`src/rtl/operand_entry.sv`:
```
// operand_entry: key-event front end for the BCD calculator datapath.
// Turns single-cycle key strobes into operand A/B, an operator code, a
// display-select code and a one-cycle compute request.
// Optional feature macro: CALC_CHAIN_EN (operator after a result chains the
// result into operand A). Without it, RESULT is unused.
module operand_entry #(
    parameter int DIGITS = 4
) (
    input  logic                  CLK,
    input  logic                  RST_N,
    input  logic                  KEY_VALID,
    input  logic [3:0]            KEY_CODE,
    input  logic [31:0]           RESULT,
    output logic [4*DIGITS-1:0]   OPA,
    output logic [4*DIGITS-1:0]   OPB,
    output logic [1:0]            OP,
    output logic [1:0]            DISP_SEL,
    output logic                  CALC_GO
);

    localparam int W  = 4 * DIGITS;
    localparam int CW = $clog2(DIGITS + 1);
    localparam logic [CW-1:0] CNT_FULL = CW'(DIGITS);

    // State encoding doubles as the display-select code.
    localparam logic [1:0] S_A   = 2'b00;
    localparam logic [1:0] S_B   = 2'b01;
    localparam logic [1:0] S_RES = 2'b10;

    logic [1:0]    state_reg, state_next;
    logic [W-1:0]  opa_reg, opa_next;
    logic [W-1:0]  opb_reg, opb_next;
    logic [1:0]    op_reg, op_next;
    logic [CW-1:0] cnt_a_reg, cnt_a_next;
    logic [CW-1:0] cnt_b_reg, cnt_b_next;
    logic          calc_go_reg, calc_go_next;

    logic          is_digit, is_oper, is_equals, is_clear;
    logic [1:0]    key_op;
    logic          lead_zero_a, lead_zero_b;

    // RESULT is only consumed by the chaining feature.
    logic          unused_result;
    assign unused_result = ^RESULT;

    // Key classification and operator code extraction.
    always_comb begin
        is_digit  = (KEY_CODE < 4'd10);
        is_oper   = (KEY_CODE >= 4'hA) && (KEY_CODE <= 4'hD);
        is_equals = (KEY_CODE == 4'hE);
        is_clear  = (KEY_CODE == 4'hF);
        case (KEY_CODE)
            4'hA:    key_op = 2'b00;
            4'hB:    key_op = 2'b01;
            4'hC:    key_op = 2'b10;
            4'hD:    key_op = 2'b11;
            default: key_op = 2'b00;
        endcase
        // A zero typed into an empty operand is not counted as a digit.
        lead_zero_a = (KEY_CODE == 4'd0) && (cnt_a_reg == '0);
        lead_zero_b = (KEY_CODE == 4'd0) && (cnt_b_reg == '0);
    end

    // Next-state logic for the entry state machine and operand registers.
    always_comb begin
        state_next   = state_reg;
        opa_next     = opa_reg;
        opb_next     = opb_reg;
        op_next      = op_reg;
        cnt_a_next   = cnt_a_reg;
        cnt_b_next   = cnt_b_reg;
        calc_go_next = 1'b0;

        if (KEY_VALID) begin
            if (is_clear) begin
                state_next = S_A;
                opa_next   = '0;
                opb_next   = '0;
                op_next    = 2'b00;
                cnt_a_next = '0;
                cnt_b_next = '0;
            end else begin
                case (state_reg)
                    S_A: begin
                        if (is_digit) begin
                            // Full operand drops further digits, no shift-out.
                            if (cnt_a_reg < CNT_FULL) begin
                                opa_next = W'({opa_reg, KEY_CODE});
                                if (!lead_zero_a)
                                    cnt_a_next = cnt_a_reg + 1'b1;
                            end
                        end else if (is_oper) begin
                            // Empty A is simply taken as zero.
                            op_next    = key_op;
                            opb_next   = '0;
                            cnt_b_next = '0;
                            state_next = S_B;
                        end
                    end
                    S_B: begin
                        if (is_digit) begin
                            if (cnt_b_reg < CNT_FULL) begin
                                opb_next = W'({opb_reg, KEY_CODE});
                                if (!lead_zero_b)
                                    cnt_b_next = cnt_b_reg + 1'b1;
                            end
                        end else if (is_oper) begin
                            // Operator may be corrected only before B digits.
                            if (cnt_b_reg == '0)
                                op_next = key_op;
                        end else if (is_equals) begin
                            if (cnt_b_reg != '0) begin
                                calc_go_next = 1'b1;
                                state_next   = S_RES;
                            end
                        end
                    end
                    S_RES: begin
                        if (is_digit) begin
                            // New digit starts a fresh calculation.
                            opa_next   = W'(KEY_CODE);
                            opb_next   = '0;
                            cnt_a_next = (KEY_CODE != 4'd0) ? CW'(1) : '0;
                            cnt_b_next = '0;
                            state_next = S_A;
                        end
`ifdef CALC_CHAIN_EN
                        else if (is_oper) begin
                            // Result becomes a full operand A.
                            opa_next   = RESULT[W-1:0];
                            cnt_a_next = CNT_FULL;
                            op_next    = key_op;
                            opb_next   = '0;
                            cnt_b_next = '0;
                            state_next = S_B;
                        end
`endif
                    end
                    default: begin
                        state_next = S_A;
                    end
                endcase
            end
        end
    end

    // Register update with synchronous active-low reset.
    always_ff @(posedge CLK) begin
        if (!RST_N) begin
            state_reg   <= S_A;
            opa_reg     <= '0;
            opb_reg     <= '0;
            op_reg      <= 2'b00;
            cnt_a_reg   <= '0;
            cnt_b_reg   <= '0;
            calc_go_reg <= 1'b0;
        end else begin
            state_reg   <= state_next;
            opa_reg     <= opa_next;
            opb_reg     <= opb_next;
            op_reg      <= op_next;
            cnt_a_reg   <= cnt_a_next;
            cnt_b_reg   <= cnt_b_next;
            calc_go_reg <= calc_go_next;
        end
    end

    assign OPA      = opa_reg;
    assign OPB      = opb_reg;
    assign OP       = op_reg;
    assign DISP_SEL = state_reg;
    assign CALC_GO  = calc_go_reg;

endmodule

```
`config.mk`:
```
export PLATFORM = sky130hd
export DESIGN_NAME = operand_entry
export DESIGN_NICKNAME = d
export VERILOG_FILES = /design/src/rtl/operand_entry.sv
export SDC_FILE = /design/constraint.sdc
export NUM_CORES = 1
export LEC_CHECK = 0
export CAP_MARGIN = 20
export CORE_MARGIN = 5
export CORE_UTILIZATION = 44
export DETAILED_ROUTE_END_ITERATION = 8
export GPL_ROUTABILITY_DRIVEN = 1
export MAX_ROUTING_LAYER = met4
export PLACE_DENSITY = 0.87
export SLEW_MARGIN = 0
export SYNTH_ARGS = -nofsm -noshare
export SYNTH_HDL_FRONTEND = slang
export SYNTH_SLANG_ARGS = --single-unit
```
`constraint.sdc`:
```
create_clock -name CLK -period 2.9 [get_ports CLK]
set_input_delay 0.58 -clock CLK [delete_from_list [all_inputs] [get_ports CLK]]
set_output_delay 0.58 -clock CLK [all_outputs]
set_load 0.05 [all_outputs]
```
==> results.ini <==
[synthesis]
synth.area.top_cells=dfxtp_1 (39%), mux2i_1 (9.9%), nand4_1 (5.6%)
synth_top_area_share_pct=38.8
synth.distinct_cells=51
yosysTopAreaCell=dfxtp_1
synth.avg_cell_area_um2=9.18
synthCells=242
synth.net_count=285
syn_area_um2=2220
synth-seq-cells=43
ys_seq_area_share_pct=38.8
ys_warn_count=0

[global_routing]
grt_usage_pct=17.5
overflow=0
grt_pass1_vias=1832
grt_pass1_wl_mm=8.84
grt_max_degree=28
antenna_found_initial=0

[cells_and_area]
synthToLayoutAreaGrowth_pct=26.1
final_common_cell=dfxtp_1
fillerInstances=434
diodes=0
final_cell_mix=dfxtp_1 (43), clkdlybuf4s50_1 (42), nand2_1 (24), nand3_1 (22), mux2i_1 (22)
drive_above_1_share_pct=12.1
nNetsFinal=323
final_cells=348
utilization_pct=58.2
multi_input_area_um2=1190
final-seq-area_um2=861

[worst_setup_path]
cp-end-kind=flip-flop
r2r_slack_ns=0.85
slowest_stage=clkdlybuf4s50_1
timing.rr.start=DISP_SEL[0]$_SDFFE_PN0P_
crit_fanout=17
cp_data_arrival_time_ns=2.62
worstReg2RegEnd=OPA[2]$_SDFFE_PN0P_
critPathLaunchType=input port
crit_type=in -> reg
path_cells=clkdlybuf4s50_1 -> o21ai_0 -> o31ai_2 -> buf_4 -> o21ai_0 -> a21boi_0
cp_common_cell=o21ai_0
reg2reg_depth=5
crit_required_ns=3.11
cpPeakStageDelay_ns=0.63

[clock_network]
cts_setup_buffers=0
cts_tree=done
htreeDepth=2
cts.sinks=43
clkLatencyLatePin_ns=0.30
clk_pin_slew_ns=0.08
cts_buffers=5
cts_hold_buf=0
root_buffer=clkbuf_8
cts_resized=0
clockBufferDepth=2

[worst_hold_path]
hold_end=OPB[14]$_SDFFE_PN0P_
hold_depth=2
hold_path_class=reg -> reg
min_from=OPB[14]$_SDFFE_PN0P_

[placed_design]
dp_cells=340
pre_cts_ws_ns=0.171
dp_hpwl_mm=3.57
place.port_buffers=43
finalWeightedCongestion=0.824

[sta]
fin_ws_ns=0.490
fin_crit_ns=2.41
worst_slew_pin_slew_ns=0.640
skew_ns=0.00843
finalHoldViolations=0
slew_violations=0
relSlewSlack_pct=57.1
finalSetupViolCount=0
rsz0062_at_grt=no
setup-tns-final_ns=0
post-route-period-util_pct=83.1
fmax_mhz=415

[floorplan]
rows=25
io_pins=76
dieArea_um2=6570
die_x_um=81.0
floorplan.die.height_um=81.0
start_util_pct=46.1
core-area_um2=4820

[power]
powerDensity_nw_per_um2=449
leakage_nw=0.914
peakVddDrop_mv=0.223
finalPower_w=0.00126

[route]
wl_mm=5.22
drt-vias-per-instance=5.61
routedWlPerCell_um=15.0
drtAntennaViolNets=0
first_iter_violations=216
vias=1952
drcViolationCount=0
drt-pass1-iter-count=4

[status]
status=finished clean

[run]
cap_viol_max_count=0

## where the power goes
| group | internal (W) | switching (W) | leakage [nW] |
|---|---|---|---|
| Clock | 0.000257 | 0.000213 | 0.0581 |
| Sequential | 0.000599 | 0.00000865 | 0.347 |
| Combinational | 0.0000669 | 0.000114 | 0.509 |
## stage by stage
stage / hold WS, ns / cell area [um2]
after floorplan: 0.451 / 2220
after global placement: 0.444 / 2690
after detailed placement: 0.448 / 2690
after CTS: 0.467 / 2800
after global routing: 0.500 / 2800
final: 0.462 / 2800
## kinds of logic after synthesis
family / count (synthesis) / synth area share, %
compound gates: 52 / 17.5
xor+xnor: 1 / 0.394
fa+ha+maj: 4 / 2.25
buf+inv: 31 / 7.66
flops: 43 / 38.8
mux: 22 / 9.92
simple gates: 89 / 23.6
## cells in the mapped netlist (all sizes together)
master	instances
dfxtp	43
nand2	24
nand3	23
mux2i	22
nand4	21
o21ai	19
a21boi	17
buf	13
clkbuf	11
inv	7
ha	4
and2	3
a2111oi	2
and3	2
nand2b	2
nand4b	2
nor2	2
nor2b	2
nor4	2
o2111ai	2
o2bb2ai	2
o311a	2
a21oi	1
a311oi	1
and3b	1
and4b	1
nand3b	1
nor3	1
o211ai	1
o21a	1
o21bai	1
o311ai	1
o31a	1
o31ai	1
or3	1
or4	1
xor2	1
## worst max-delay path by stage
stage | end | from | slack (ns) | depth (start not counted)
finish | OPA[2]$_SDFFE_PN0P_ | KEY_CODE[3] | 0.49 | 6
global route | OPA[2]$_SDFFE_PN0P_ | KEY_CODE[3] | 0.31 | 6
CTS | OPA[2]$_SDFFE_PN0P_ | KEY_CODE[3] | 0.48 | 6
detailed placement | OPA[2]$_SDFFE_PN0P_ | KEY_CODE[3] | 0.17 | 6
global placement | OPA[3]$_SDFFE_PN0P_ | KEY_CODE[3] | 0.28 | 6
floorplan | cnt_b_reg[0]$_SDFFE_PN0P_ | DISP_SEL[0]$_SDFFE_PN0P_ | 0.86 | 6
## worst max-delay path, delay by kind of cell
kind / cells / cell delay (ns)
AOI/OAI and AO/OA: 4 / 1.08
buffers and inverters: 2 / 0.95
## cell type report
| class | count | area share (%) |
|---|---|---|
| Inverter | 7 | 0.938 |
| Sequential cell | 43 | 30.7 |
| Multi-Input combinational cell | 168 | 42.5 |
| Timing Repair Buffer | 55 | 18.8 |
| Clock inverter | 3 | 1.56 |
| Clock buffer | 5 | 2.46 |
| Tap cell | 67 | 2.99 |
## layer usage
metal  track usage (%)  vias to the layer above  share of wire [%]
met1              22.3                      927                 45
met5                 -                        -                  0
li1                  -                      958                  -
met2              27.3                       58                 48
met4              6.59                        0                2.1
met3              3.44                        9                5.3
Note: power is estimated with default switching activity, not from simulation.
